===== src/rtl/regfile_wb_arbiter_if.sv =====
// Register-file writeback bus between the writeback sources and the arbiter.
//   pipe_valid/pipe_rd/pipe_data : in-order WB stage result; pipe_stall holds it
//   mc_valid/mc_rd/mc_data       : multi-cycle unit result; mc_ready consumes it
//   rf_we/rf_waddr/rf_wdata      : registered register-file write port (also forwarding tap)
// master: the side producing results and observing the RF port; slave: the arbiter.
interface regfile_wb_arbiter_if #(
   parameter int unsigned XLEN   = 32,
   parameter int unsigned REG_AW = 5
);
   logic              pipe_valid;
   logic [REG_AW-1:0] pipe_rd;
   logic [XLEN-1:0]   pipe_data;
   logic              pipe_stall;
   logic              mc_valid;
   logic [REG_AW-1:0] mc_rd;
   logic [XLEN-1:0]   mc_data;
   logic              mc_ready;
   logic              rf_we;
   logic [REG_AW-1:0] rf_waddr;
   logic [XLEN-1:0]   rf_wdata;

   modport master (
      output pipe_valid, pipe_rd, pipe_data, mc_valid, mc_rd, mc_data,
      input  pipe_stall, mc_ready, rf_we, rf_waddr, rf_wdata
   );

   modport slave (
      input  pipe_valid, pipe_rd, pipe_data, mc_valid, mc_rd, mc_data,
      output pipe_stall, mc_ready, rf_we, rf_waddr, rf_wdata
   );
endinterface


===== src/rtl/regfile_wb_arbiter.sv =====
// Arbitrates the single register-file write port between the pipeline WB stage
// (priority) and a multi-cycle unit. After STARVE_LIMIT consecutive refused mc
// cycles, one cycle is spent in a forced mode that grants mc and stalls WB.
// Ports:
//   clk : clock, all state on posedge
//   rst : synchronous reset, active-high
//   wb  : writeback bus (slave modport); pipe_stall/mc_ready are combinational,
//         rf_we/rf_waddr/rf_wdata are registered (RF writes on negedge of that cycle)
module regfile_wb_arbiter #(
   parameter int unsigned XLEN         = 32,
   parameter int unsigned REG_AW       = 5,
   parameter int unsigned STARVE_LIMIT = 4
) (
   input logic                 clk,
   input logic                 rst,
   regfile_wb_arbiter_if.slave wb
);
   localparam int unsigned CntW = $clog2(STARVE_LIMIT + 1);
   localparam logic [CntW-1:0] CntMax = CntW'(STARVE_LIMIT);
   localparam logic [CntW-1:0] CntArm = CntW'(STARVE_LIMIT - 1);

   typedef enum logic [0:0] {StPipePri, StMcForce} state_e;

   state_e            state_q, state_d;
   logic [CntW-1:0]   cnt_q, cnt_d;
   logic              rf_we_q, rf_we_d;
   logic [REG_AW-1:0] rf_waddr_q, rf_waddr_d;
   logic [XLEN-1:0]   rf_wdata_q, rf_wdata_d;

   logic pipe_w, mc_w;
   logic pipe_stall_c, mc_ready_c;
   logic sel_pipe, sel_mc;

   always_comb begin
      // rd==0 results are consumed without ever claiming the port.
      pipe_w       = wb.pipe_valid && (wb.pipe_rd != '0);
      mc_w         = wb.mc_valid && (wb.mc_rd != '0);
      pipe_stall_c = 1'b0;
      mc_ready_c   = 1'b0;
      sel_pipe     = 1'b0;
      sel_mc       = 1'b0;
      if (!rst) begin
         unique case (state_q)
            StPipePri: begin
               mc_ready_c = wb.mc_valid && !pipe_w;
               sel_pipe   = pipe_w;
               sel_mc     = !pipe_w && mc_w;
            end
            StMcForce: begin
               mc_ready_c   = wb.mc_valid;
               pipe_stall_c = pipe_w;
               sel_mc       = mc_w;
            end
            default: ;
         endcase
      end

      rf_we_d    = sel_pipe || sel_mc;
      rf_waddr_d = rf_waddr_q;
      rf_wdata_d = rf_wdata_q;
      if (sel_pipe) begin
         rf_waddr_d = wb.pipe_rd;
         rf_wdata_d = wb.pipe_data;
      end else if (sel_mc) begin
         rf_waddr_d = wb.mc_rd;
         rf_wdata_d = wb.mc_data;
      end

      if (wb.mc_valid && !mc_ready_c) begin
         cnt_d = (cnt_q == CntMax) ? cnt_q : cnt_q + CntW'(1);
      end else begin
         cnt_d = '0;
      end

      state_d = state_q;
      unique case (state_q)
         StPipePri: begin
            if (wb.mc_valid && !mc_ready_c && cnt_q == CntArm) state_d = StMcForce;
         end
         // Forced mode lasts exactly one cycle whether or not mc handshakes.
         StMcForce: state_d = StPipePri;
         default:   state_d = StPipePri;
      endcase
   end

   always_ff @(posedge clk) begin
      if (rst) begin
         state_q    <= StPipePri;
         cnt_q      <= '0;
         rf_we_q    <= 1'b0;
         rf_waddr_q <= '0;
         rf_wdata_q <= '0;
      end else begin
         state_q    <= state_d;
         cnt_q      <= cnt_d;
         rf_we_q    <= rf_we_d;
         rf_waddr_q <= rf_waddr_d;
         rf_wdata_q <= rf_wdata_d;
      end
   end

   assign wb.pipe_stall = pipe_stall_c;
   assign wb.mc_ready   = mc_ready_c;
   assign wb.rf_we      = rf_we_q;
   assign wb.rf_waddr   = rf_waddr_q;
   assign wb.rf_wdata   = rf_wdata_q;
endmodule


===== src/flat_wrapper.sv =====
// flat-port wrapper written by rule: the top's interface ports become plain ports
module regfile_wb_arbiter_flat 
#(
   parameter int unsigned XLEN         = 32,
   parameter int unsigned REG_AW       = 5,
   parameter int unsigned STARVE_LIMIT = 4
)
  (clk, rst, wb_pipe_valid, wb_pipe_rd, wb_pipe_data, wb_mc_valid, wb_mc_rd, wb_mc_data, wb_pipe_stall, wb_mc_ready, wb_rf_we, wb_rf_waddr, wb_rf_wdata);
  regfile_wb_arbiter_if #(.XLEN(XLEN), .REG_AW(REG_AW)) wb_i ();
  input logic clk;
  input logic rst;
  input wire logic [$bits(wb_i.pipe_valid)-1:0] wb_pipe_valid;
  input wire logic [$bits(wb_i.pipe_rd)-1:0] wb_pipe_rd;
  input wire logic [$bits(wb_i.pipe_data)-1:0] wb_pipe_data;
  input wire logic [$bits(wb_i.mc_valid)-1:0] wb_mc_valid;
  input wire logic [$bits(wb_i.mc_rd)-1:0] wb_mc_rd;
  input wire logic [$bits(wb_i.mc_data)-1:0] wb_mc_data;
  output wire logic [$bits(wb_i.pipe_stall)-1:0] wb_pipe_stall;
  output wire logic [$bits(wb_i.mc_ready)-1:0] wb_mc_ready;
  output wire logic [$bits(wb_i.rf_we)-1:0] wb_rf_we;
  output wire logic [$bits(wb_i.rf_waddr)-1:0] wb_rf_waddr;
  output wire logic [$bits(wb_i.rf_wdata)-1:0] wb_rf_wdata;
  assign wb_i.pipe_valid = wb_pipe_valid;
  assign wb_i.pipe_rd = wb_pipe_rd;
  assign wb_i.pipe_data = wb_pipe_data;
  assign wb_i.mc_valid = wb_mc_valid;
  assign wb_i.mc_rd = wb_mc_rd;
  assign wb_i.mc_data = wb_mc_data;
  assign wb_pipe_stall = wb_i.pipe_stall;
  assign wb_mc_ready = wb_i.mc_ready;
  assign wb_rf_we = wb_i.rf_we;
  assign wb_rf_waddr = wb_i.rf_waddr;
  assign wb_rf_wdata = wb_i.rf_wdata;
  regfile_wb_arbiter #(.XLEN(XLEN), .REG_AW(REG_AW), .STARVE_LIMIT(STARVE_LIMIT)) u_core (.clk(clk), .rst(rst), .wb(wb_i));
endmodule

===== config.mk =====
export PLATFORM = sky130hd
export DESIGN_NAME = regfile_wb_arbiter_flat
export DESIGN_NICKNAME = d
export VERILOG_FILES = /design/src/rtl/regfile_wb_arbiter_if.sv /design/src/rtl/regfile_wb_arbiter.sv /design/src/flat_wrapper.sv
export SDC_FILE = /design/constraint.sdc
export NUM_CORES = 1
export LEC_CHECK = 0
export ABC_AREA = 1
export CAP_MARGIN = 10
export CORE_MARGIN = 2
export CORE_UTILIZATION = 35
export DETAILED_ROUTE_END_ITERATION = 10
export HOLD_SLACK_MARGIN = 0.1
export PLACE_DENSITY = 0.71
export SETUP_SLACK_MARGIN = 0.05
export SYNTH_ARGS = -nofsm -noshare
export SYNTH_HDL_FRONTEND = slang
export SYNTH_SLANG_ARGS = --single-unit

===== constraint.sdc =====
create_clock -name clk -period 1.45 [get_ports clk]
set_input_delay 0.145 -clock clk [delete_from_list [all_inputs] [get_ports clk]]
set_output_delay 0.145 -clock clk [all_outputs]
set_load 0.1 [all_outputs]

==> results.cfg, run 1 <==
[status]
status = finished, final reports clean

[grt]
grt_max_degree = 34
grt_util_met2_pct = 32.1
globalRouteOverflowTotal = 0
groute.usage.overall_pct = 19.2
use_met1_pct = 23.3
grt_pass1_wl_um = 11400
busiest_layer = met2
grt_pass1_vias = 2474
use_met3_pct = 6.74
antenna_found_initial = 1

[setup_path]
slowest_delay_ps = 460
path_cells = clkdlybuf4s50_1 > inv_1 > nor2_8 > nand2_2 > buf_12 > o21ai_0 > nand2_1 > nand2_1 > inv_1
crit_fanout = 33
worst_path_max_delay_cell = clkdlybuf4s50_1
critPathKind = input pin to flop
r2r_end = u_core.wb.rf_wdata[18]$_SDFFE_PP0P_
reg2reg_from = u_core.state_q$_SDFF_PP0_
cp.required_ps = 1650
reg2reg_depth = 7
worstSetupStartpoint = wb_mc_valid
arrival_ps = 1520
reg2reg_slack_ps = 240
cp-end-kind = flop
startpoint_type = input pin

[finish]
area_delta_synth_final_pct = 75.3
most-common-layout-cells = 94 x nand2_1, 73 x inv_1, 70 x clkdlybuf4s50_1
fillCellCount = 577
drive_above_1_share_pct = 19.6
fin_nets = 554
final_util_pct = 64.4
final_cells = 552
final_common_cell = nand2_1

[placed_design]
hpwl_um = 5110
numPortBuffers = 117
place_inst = 541
gp_congestion = 0.811

[hold_path]
hold_path_class = input pin to flop
whs_path_depth = 4
holdPathEnd = u_core.wb.rf_waddr[2]$_SDFFE_PP0P_
hold_start = rst

[drt]
drc = 0
drtIter0Drc = 111
dr_total_vias = 2588
ant_nets = 0
vias_per_cell = 4.69
routedWlPerCell_um = 12.6
drtPass1Iterations = 4
wirelength_um = 6960

[clock_network]
cts.htree.levels = 2
clkTransAtPathRegs_ps = 80
clk_path_buf_depth = 2
clock_latency_ps = 290
postCtsHoldBufs = 0
tritoncts = done
clock-sinks = 42
numCtsBuffers = 5
cts_root_buf = clkbuf_8

[sta]
tns_ps = 0
setup_violations = 0
finalCritPeriodShare_pct = 91.2
hold_violations = 0
period_needed_ps = 1320
fmax_ghz = 0.756
rsz0062_at_grt = no
clock_skew_ps = 6.35
finalMaxSlewViolations = 0
relSlewSlack_pct = 76.3
worst_pin_slew_ps = 355

[floorplanning]
coreArea_um2 = 6420
dieArea_um2 = 7410
die_w_um = 86.1
die_h_um = 86.1
start_util_pct = 36.7
ios = 118
rows = 29

[synthesis]
syn_area_per_cell_um2 = 6.61
yosysSeqAreaShare_pct = 35.6
synth_area_um2 = 2360
syn_nets = 438
yosys.cell_types.count = 24
ys_ff_latch = 42
synth_warnings = 0
synthCells = 357

[pwr]
powerDensity_nw_per_um2 = 920
pwr-share-seq_pct = 35.3
p_leak_uw = 0.00196
peakVddDrop_v = 0.000423
internal_power_uw = 2310
switchingPower_uw = 1500
p_sw_share_pct = 39.4
clkPwrFrac_pct = 20.4
combPwrFrac_pct = 44.3

[job]
drv_cap = 0
-- area by class of cell --
| type | count | area (um^2) | area share, % |
|---|---|---|---|
| Clock buffer | 7 | 86.3 | 2.09 |
| Inverter | 77 | 303 | 7.32 |
| Antenna cell | 1 | 2.50 | 0.0605 |
| Tap cell | 77 | 96.3 | 2.33 |
| Timing Repair Buffer | 130 | 1700 | 41.1 |
| Clock inverter | 1 | 5.00 | 0.121 |
| Sequential cell | 42 | 841 | 20.3 |
| Multi-Input combinational cell | 217 | 1100 | 26.6 |
-- state kept, by name (all words and copies together) (netlist names) --
name / flops
u_core.state_q: 1
u_core.cnt_q: 3
u_core.wb.rf_wdata: 32
u_core.wb.rf_we: 1
u_core.wb.rf_waddr: 5
-- Yosys cell counts (all sizes together) --
library cell	count	share of area [%]
a21oi	2	0.42
a31oi	32	8.5
buf	15	4.9
clkbuf	6	1.1
dfxtp	42	36
ha	3	1.6
inv	77	13
nand2	116	21
nand3	4	1.1
nand3b	3	0.95
nand4	1	0.90
nor2	19	3.7
o21ai	36	7.6
xor2	1	0.37
-- through the flow --
stage | setup WS (ps) | cell area [um^2] | hold slack [ps] | total power [uW]
finish | 127 | 4140 | 273 | 3810
global placement | -263 | 4010 | 478 | 3040
global route | 67.3 | 4140 | 284 | 3990
floorplan | 12.6 | 2370 | 322 | 2330
CTS | 63.2 | 4130 | 272 | 3840
detailed placement | -303 | 4010 | 485 | 3060
-- worst max-delay path by stage --
stage | cells after the start | to | slack, ps
4_1_cts | 5 | wb_mc_ready | 60
3_3_place_gp | 8 | u_core.wb.rf_wdata[21]$_SDFFE_PP0P_ | -260
2_1_floorplan | 3 | wb_pipe_stall | 10
6_report | 9 | u_core.wb.rf_wdata[18]$_SDFFE_PP0P_ | 130
3_5_place_dp | 8 | u_core.wb.rf_wdata[25]$_SDFFE_PP0P_ | -300
5_1_grt | 9 | u_core.wb.rf_wdata[18]$_SDFFE_PP0P_ | 70
-- worst max-delay path: cells and delay by family --
family          cells  cell delay, ps
compound gates      1             210
simple gates        4             400
buf+inv             4             760
-- layer usage --
layer	up-vias	part of all wire (%)	wire, um
li1	1323	-	-
met1	1166	41	2870
met2	93	49	3400
met3	6	8.8	612
met4	0	1.1	76
met5	-	0	0
-- power groups by stage --
stage / clock [uW] / combinational, uW / sequential, uW
final: 778 / 1690 / 1340
after global routing: 858 / 1780 / 1350
after CTS: 804 / 1690 / 1340
after detailed placement: 0 / 1690 / 1370
after global placement: 0 / 1670 / 1370
after floorplan: 0 / 357 / 1970
-- kinds of logic (layout without fill, tap and decap cells) --
group	Yosys count	count (layout)	synth area share, %
buffers and inverters	98	215	18.6
xor gates and xnor gates	1	1	0.371
adders and majority gates	3	3	1.59
DFF	42	42	35.6
and+or+nand+nor	143	143	27.3
AOI/OAI and AO/OA	70	70	16.5
other	0	1	0
-- repair_timing --
item	CTS	global route
pin swaps	3	0
gates resized for setup	9	4
endpoints found under the setup margin	19	30
setup buffers	2	0
Power figures use the tool's default switching activity.
==> inputs of run 2 (changes only) <==
--- a/config.mk
+++ b/config.mk
@@ -6,12 +6,14 @@
 export NUM_CORES = 1
 export LEC_CHECK = 0
 export ABC_AREA = 1
+export ABC_CLOCK_PERIOD_IN_PS = 1100
 export CAP_MARGIN = 10
 export CORE_MARGIN = 2
 export CORE_UTILIZATION = 35
 export DETAILED_ROUTE_END_ITERATION = 10
+export GPL_ROUTABILITY_DRIVEN = 0
 export HOLD_SLACK_MARGIN = 0.1
-export PLACE_DENSITY = 0.71
+export PLACE_DENSITY = 0.74
 export SETUP_SLACK_MARGIN = 0.05
 export SYNTH_ARGS = -nofsm -noshare
 export SYNTH_HDL_FRONTEND = slang
==> constraint.sdc (replaced) <==
create_clock -name clk -period 1.1 [get_ports clk]
set_input_delay 0.11 -clock clk [delete_from_list [all_inputs] [get_ports clk]]
set_output_delay 0.11 -clock clk [all_outputs]
set_load 0.1 [all_outputs]
==> run 2 against run 1 <==
Net effect:
- the run now ends with negative setup slack left
- final area is 14% higher
- cell count increased by 2.9%
- first-iteration DRC count shrank 14%
- worst setup slack worse by 270 ps
- total power increased by 40%
- via count rose by 5.6%
- register-to-register slack got worse by 340 ps
- sequential cell count is the same
- critical path depth fell by 4
- largest cell class unchanged
- largest power group unchanged
==> results.cfg, run 2 (synthesis results as in run 1) <==
[clock_network]
cts_root_buf = clkbuf_8
tritoncts = done
clk_path_buf_depth = 2
postCtsHoldBufs = 0
clock-sinks = 42
clkTransAtPathRegs_ps = 80
clock_latency_ps = 300
cts.htree.levels = 2
numCtsBuffers = 5

[grt]
groute.usage.overall_pct = 21.1
grt_pass1_wl_um = 12300
grt_pass1_vias = 2603
antenna_found_initial = 0
grt_max_degree = 28
globalRouteOverflowTotal = 0

[sta]
period_needed_ps = 1240
fmax_ghz = 0.804
hold_ws_ps = 290
clock_skew_ps = 2.69
worst_pin_slew_ps = 374
finalMaxSlewViolations = 0
setup_violations = 39
tns_ps = -1900
worst_slack_ps = -144
hold_violations = 0
rsz0062_at_grt = yes
finalCritPeriodShare_pct = 113
relSlewSlack_pct = 75.1

[pwr]
peakVddDrop_v = 0.000606
combPwrFrac_pct = 46.4
p_sw_share_pct = 40.0
pwr-share-seq_pct = 33.7
internal_power_uw = 3200
switchingPower_uw = 2140
p_leak_uw = 0.00216
powerDensity_nw_per_um2 = 1140
clkPwrFrac_pct = 19.9

[setup_path]
crit_fanout = 2
cp.required_ps = 990
cp-end-kind = output pin
reg2reg_from = u_core.state_q$_SDFF_PP0_
critPathKind = flop to output pin
startpoint_type = flop
r2r_end = u_core.wb.rf_wdata[11]$_SDFFE_PP0P_
reg2reg_slack_ps = -100
reg2reg_depth = 7
arrival_ps = 1130

[floorplanning]
die_h_um = 86.1
die_w_um = 86.1
coreArea_um2 = 6420
ios = 118
start_util_pct = 36.7
dieArea_um2 = 7410
rows = 29

[placed_design]
place_inst = 544
place_area_um2 = 4110
dp_slack_ps = -535
numPortBuffers = 117
hpwl_um = 5080

[drt]
vias_per_cell = 4.81
drc = 0
drtIter0Drc = 96
ant_nets = 0
wirelength_um = 8090
dr_total_vias = 2734
routedWlPerCell_um = 14.2
drtPass1Iterations = 4

[finish]
area_delta_synth_final_pct = 99.3
largest_reg_flops = 32
fin_area_um2 = 4700
final_cells = 568
most-common-layout-cells = 90 x nand2_1, 68 x inv_1, 64 x clkdlybuf4s50_1
fillCellCount = 449
final_common_cell = nand2_1
fin_nets = 571
insertedDiodeCount = 0
drive_above_1_share_pct = 38.9

[hold_path]
hold_start = wb_pipe_rd[0]
whs_path_depth = 5
holdPathEnd = u_core.wb.rf_waddr[0]$_SDFFE_PP0P_
hold_path_class = input pin to flop

[status]
status = finished with violations
failed_checks = negative setup slack

[job]
drv_cap = 0
==> run 2: changes by cell type in the layout (fill, tap and decap cells not counted), moves of 4 or more <==
cell,change
o21ai_0,-25
o21ai_2,+11
a31oi_1,-15
buf_6,+5
a31oi_2,+14
dlygate4sd2_1,+4
dfxtp_1,-40
dfxtp_2,+40
o21ai_1,+14
clkdlybuf4s50_1,-6
inv_1,-5
nand2_1,-4
==> run 2: worst max path at each step <==
stage / depth (start not counted) / startpoint / to / slack, ps
finish: 5 / u_core.state_q$_SDFF_PP0_ / wb_mc_ready / -140
global placement: 9 / wb_pipe_rd[3] / u_core.wb.rf_wdata[11]$_SDFFE_PP0P_ / -470
floorplan: 5 / u_core.state_q$_SDFF_PP0_ / wb_mc_ready / -50
detailed placement: 9 / wb_pipe_rd[2] / u_core.wb.rf_wdata[15]$_SDFFE_PP0P_ / -540
global route: 5 / u_core.state_q$_SDFF_PP0_ / wb_mc_ready / -180
CTS: 5 / u_core.state_q$_SDFF_PP0_ / wb_mc_ready / -160
==> run 2: repair_timing <==
action                                 in CTS  in global routing
buffers inserted                            7                  3
pin swaps                                  14                  7
gates resized for setup                    78                 35
setup endpoints to repair                  44                 43
cloned                                      5                  2
endpoints found under the hold margin       0                  0
==> run 2: critical path, stage by stage, from the launching register on <==
cell	delay [ps]
dfxtp_2	340
inv_4	70
nand3_4	80
nand2_4	80
clkinvlp_4	90
buf_12	170
==> run 2: per-layer routing <==
metal	global-route usage [%]	up-vias	wire length, um
met2	36.9	91	4080
met3	4.72	13	539
li1	-	1368	-
met4	7.36	0	140
met5	0	-	0
met1	25.2	1262	3330
==> run 2: cell type report <==
cell class / instances / area [um^2] / share of cell area (%)
Sequential cell: 42 / 891 / 18.9
Timing Repair inverter: 1 / 16.3 / 0.346
Clock buffer: 7 / 86.3 / 1.84
Tap cell: 77 / 96.3 / 2.05
Timing Repair Buffer: 146 / 1970 / 42.0
Inverter: 77 / 315 / 6.70
Clock inverter: 1 / 5.00 / 0.106
Multi-Input combinational cell: 217 / 1320 / 28.1
==> run 2: metrics by stage <==
stage | total power [uW] | utilization [%]
global placement | 4050 | 63.9
CTS | 5270 | 70.0
floorplan | 3110 | -
global route | 5570 | 73.2
finish | 5340 | 73.2
detailed placement | 4080 | 63.9
==> run 2: power by group through the flow <==
stage | sequential (uW) | combinational [uW] | clock (uW)
6_report | 1800 | 2480 | 1070
3_3_place_gp | 1830 | 2220 | 0
3_5_place_dp | 1830 | 2240 | 0
2_1_floorplan | 2630 | 474 | 0
4_1_cts | 1800 | 2390 | 1080
5_1_grt | 1810 | 2590 | 1170
==> inputs of run 3 (changes only) <==
--- a/config.mk
+++ b/config.mk
@@ -13,7 +13,7 @@
 export DETAILED_ROUTE_END_ITERATION = 10
 export GPL_ROUTABILITY_DRIVEN = 0
 export HOLD_SLACK_MARGIN = 0.1
-export PLACE_DENSITY = 0.74
+export PLACE_DENSITY = 0.83
 export SETUP_SLACK_MARGIN = 0.05
 export SYNTH_ARGS = -nofsm -noshare
 export SYNTH_HDL_FRONTEND = slang
==> run 3 against run 2 <==
Net effect:
- the run still ends with negative setup slack left
- register-to-register slack worse by 50 ps
- worst setup slack worse by 13 ps
- die area unchanged
- critical path type unchanged
- core utilization increased by 1.8 points
- count of clock-buffer cells in the layout stayed put
- hold slack better by 13 ps
- sequential share of layout area down 0.48 points
- sequential cell count unchanged
==> results.cfg, run 3 (synthesis results as in run 1) <==
[status]
status = finished with violations
failed_checks = negative setup slack

[drt]
maxUsedRoutingLayer = met4
drtPass1Iterations = 4
routedWlPerCell_um = 14.8
wl_met2_um = 4540
drtIter0Drc = 92
ant_nets = 0
drc = 0
route.met3.wl_um = 549
drt-met1-wl_um = 3180
vias_per_cell = 4.87
dr_total_vias = 2777
wirelength_um = 8440

[clock_network]
numCtsBuffers = 5
clock_latency_ps = 280
clkTransAtPathRegs_ps = 80
postCtsHoldBufs = 0
tritoncts = done
clock-sinks = 42
clk_path_buf_depth = 2
cts_root_buf = clkbuf_8
cts.htree.levels = 2

[floorplanning]
rows = 29
die_h_um = 86.1
ios = 118
coreArea_um2 = 6420
die_w_um = 86.1
dieArea_um2 = 7410
start_util_pct = 36.7

[placed_design]
place_inst = 543
hpwl_um = 5330
numPortBuffers = 117

[finish]
final_common_cell = nand2_1
fillCellCount = 427
final_cells = 570
largest_reg_flops = 32
fin_nets = 573
drive_above_1_share_pct = 41.7
area_delta_synth_final_pct = 104
most-common-layout-cells = 85 x nand2_1, 69 x inv_1, 64 x clkdlybuf4s50_1

[setup_path]
worst_path_max_delay_cell = dfxtp_2
crit_fanout = 2
cp-end-kind = output pin
slowest_delay_ps = 370
critPathKind = flop to output pin
path_cells = buf_4 > nand3_2 > nor2_4 > buf_12
worst_path_dominant_cell_family = flip-flops
startpoint_type = flop
arrival_ps = 1150
critPathBufInv = 2
cp.required_ps = 990

[sta]
finalMaxSlewViolations = 0
worst_slack_ps = -156
tns_ps = -4090
rsz0062_at_grt = yes
worst_pin_slew_ps = 424
fmax_ghz = 0.796
relSlewSlack_pct = 71.7
period_needed_ps = 1260
hold_violations = 0
finalCritPeriodShare_pct = 114
setup_violations = 39
clock_skew_ps = 8.97

[grt]
groute.usage.overall_pct = 22.7
globalRouteOverflowTotal = 0
grt_pass1_vias = 2863
grt_max_degree = 34
antenna_found_initial = 1
grt_pass1_wl_um = 13400

[pwr]
p_sw_share_pct = 40.1
switchingPower_uw = 2120
combPwrFrac_pct = 48.3
p_leak_uw = 0.00222
pwr-share-seq_pct = 34.1
internal_power_uw = 3170
clkPwrFrac_pct = 17.6
peakVddDrop_v = 0.000640
powerDensity_nw_per_um2 = 1100

[hold_path]
hold_path_class = input pin to flop

[job]
drv_cap = 0
-- run 3: repair_timing --
action	4_1_cts	5_1_grt
gates cloned	9	0
setup buffers	9	1
resized for setup	111	33
endpoints found under the setup margin	44	44
pin swaps	42	13
hold endpoints to repair	0	0
-- run 3: layer usage --
layer	GRT usage [%]	vias to the layer above
met1	27.1	1280
met2	39.6	114
li1	-	1368
met5	0	-
met3	4.62	15
met4	9.24	0
-- run 3: path summary, 6_finish.rpt --
path                                       from                                  end  slack, ps  cells past startpoint
max                   u_core.state_q$_SDFF_PP0_                        wb_pipe_stall       -160                      4
min                               wb_pipe_rd[1]   u_core.wb.rf_waddr[1]$_SDFFE_PP0P_        300                      5
max reg2reg           u_core.state_q$_SDFF_PP0_  u_core.wb.rf_wdata[22]$_SDFFE_PP0P_       -150                      8
min reg2reg  u_core.wb.rf_waddr[4]$_SDFFE_PP0P_   u_core.wb.rf_waddr[4]$_SDFFE_PP0P_        510                      2
-- run 3: final cells by class --
cell class / count / area (um^2) / share of cell area, %
antenna: 1 / 2.50 / 0.0519
clock buffer: 7 / 76.3 / 1.58
inverter: 77 / 329 / 6.83
multi-input combinational: 217 / 1370 / 28.4
sequential: 42 / 890 / 18.5
tap: 77 / 96.3 / 2.00
timing repair buffer: 146 / 2010 / 41.7
timing repair inverter: 3 / 47.5 / 0.987
-- run 3: worst reg2reg max path, delay by kind of cell (launching register included) --
family | cells | cell delay, ps
buffers and inverters | 4 | 460
AO/OA/AOI/OAI | 1 | 50
flip-flops | 1 | 350
AND/OR/NAND/NOR | 3 | 290
-- run 3: metrics by stage --
step / worst slack (ps) / total power [uW] / hold slack [ps] / util, % / cell area, um^2
floorplan: -53.4 / 3110 / 287 / - / 2440
global placement: -494 / 4050 / 473 / 64.0 / 4110
detailed placement: -546 / 4090 / 502 / 64.0 / 4110
CTS: -144 / 5260 / 293 / 73.1 / 4690
global route: -211 / 5510 / 321 / 75.0 / 4820
finish: -156 / 5280 / 303 / 75.0 / 4820
-- run 3: power by group through the flow --
stage	logic, uW	registers (uW)	clock network [uW]
floorplan	474	2630	0
global placement	2220	1830	0
detailed placement	2250	1830	0
CTS	2500	1800	957
global route	2670	1820	1020
finish	2550	1800	928
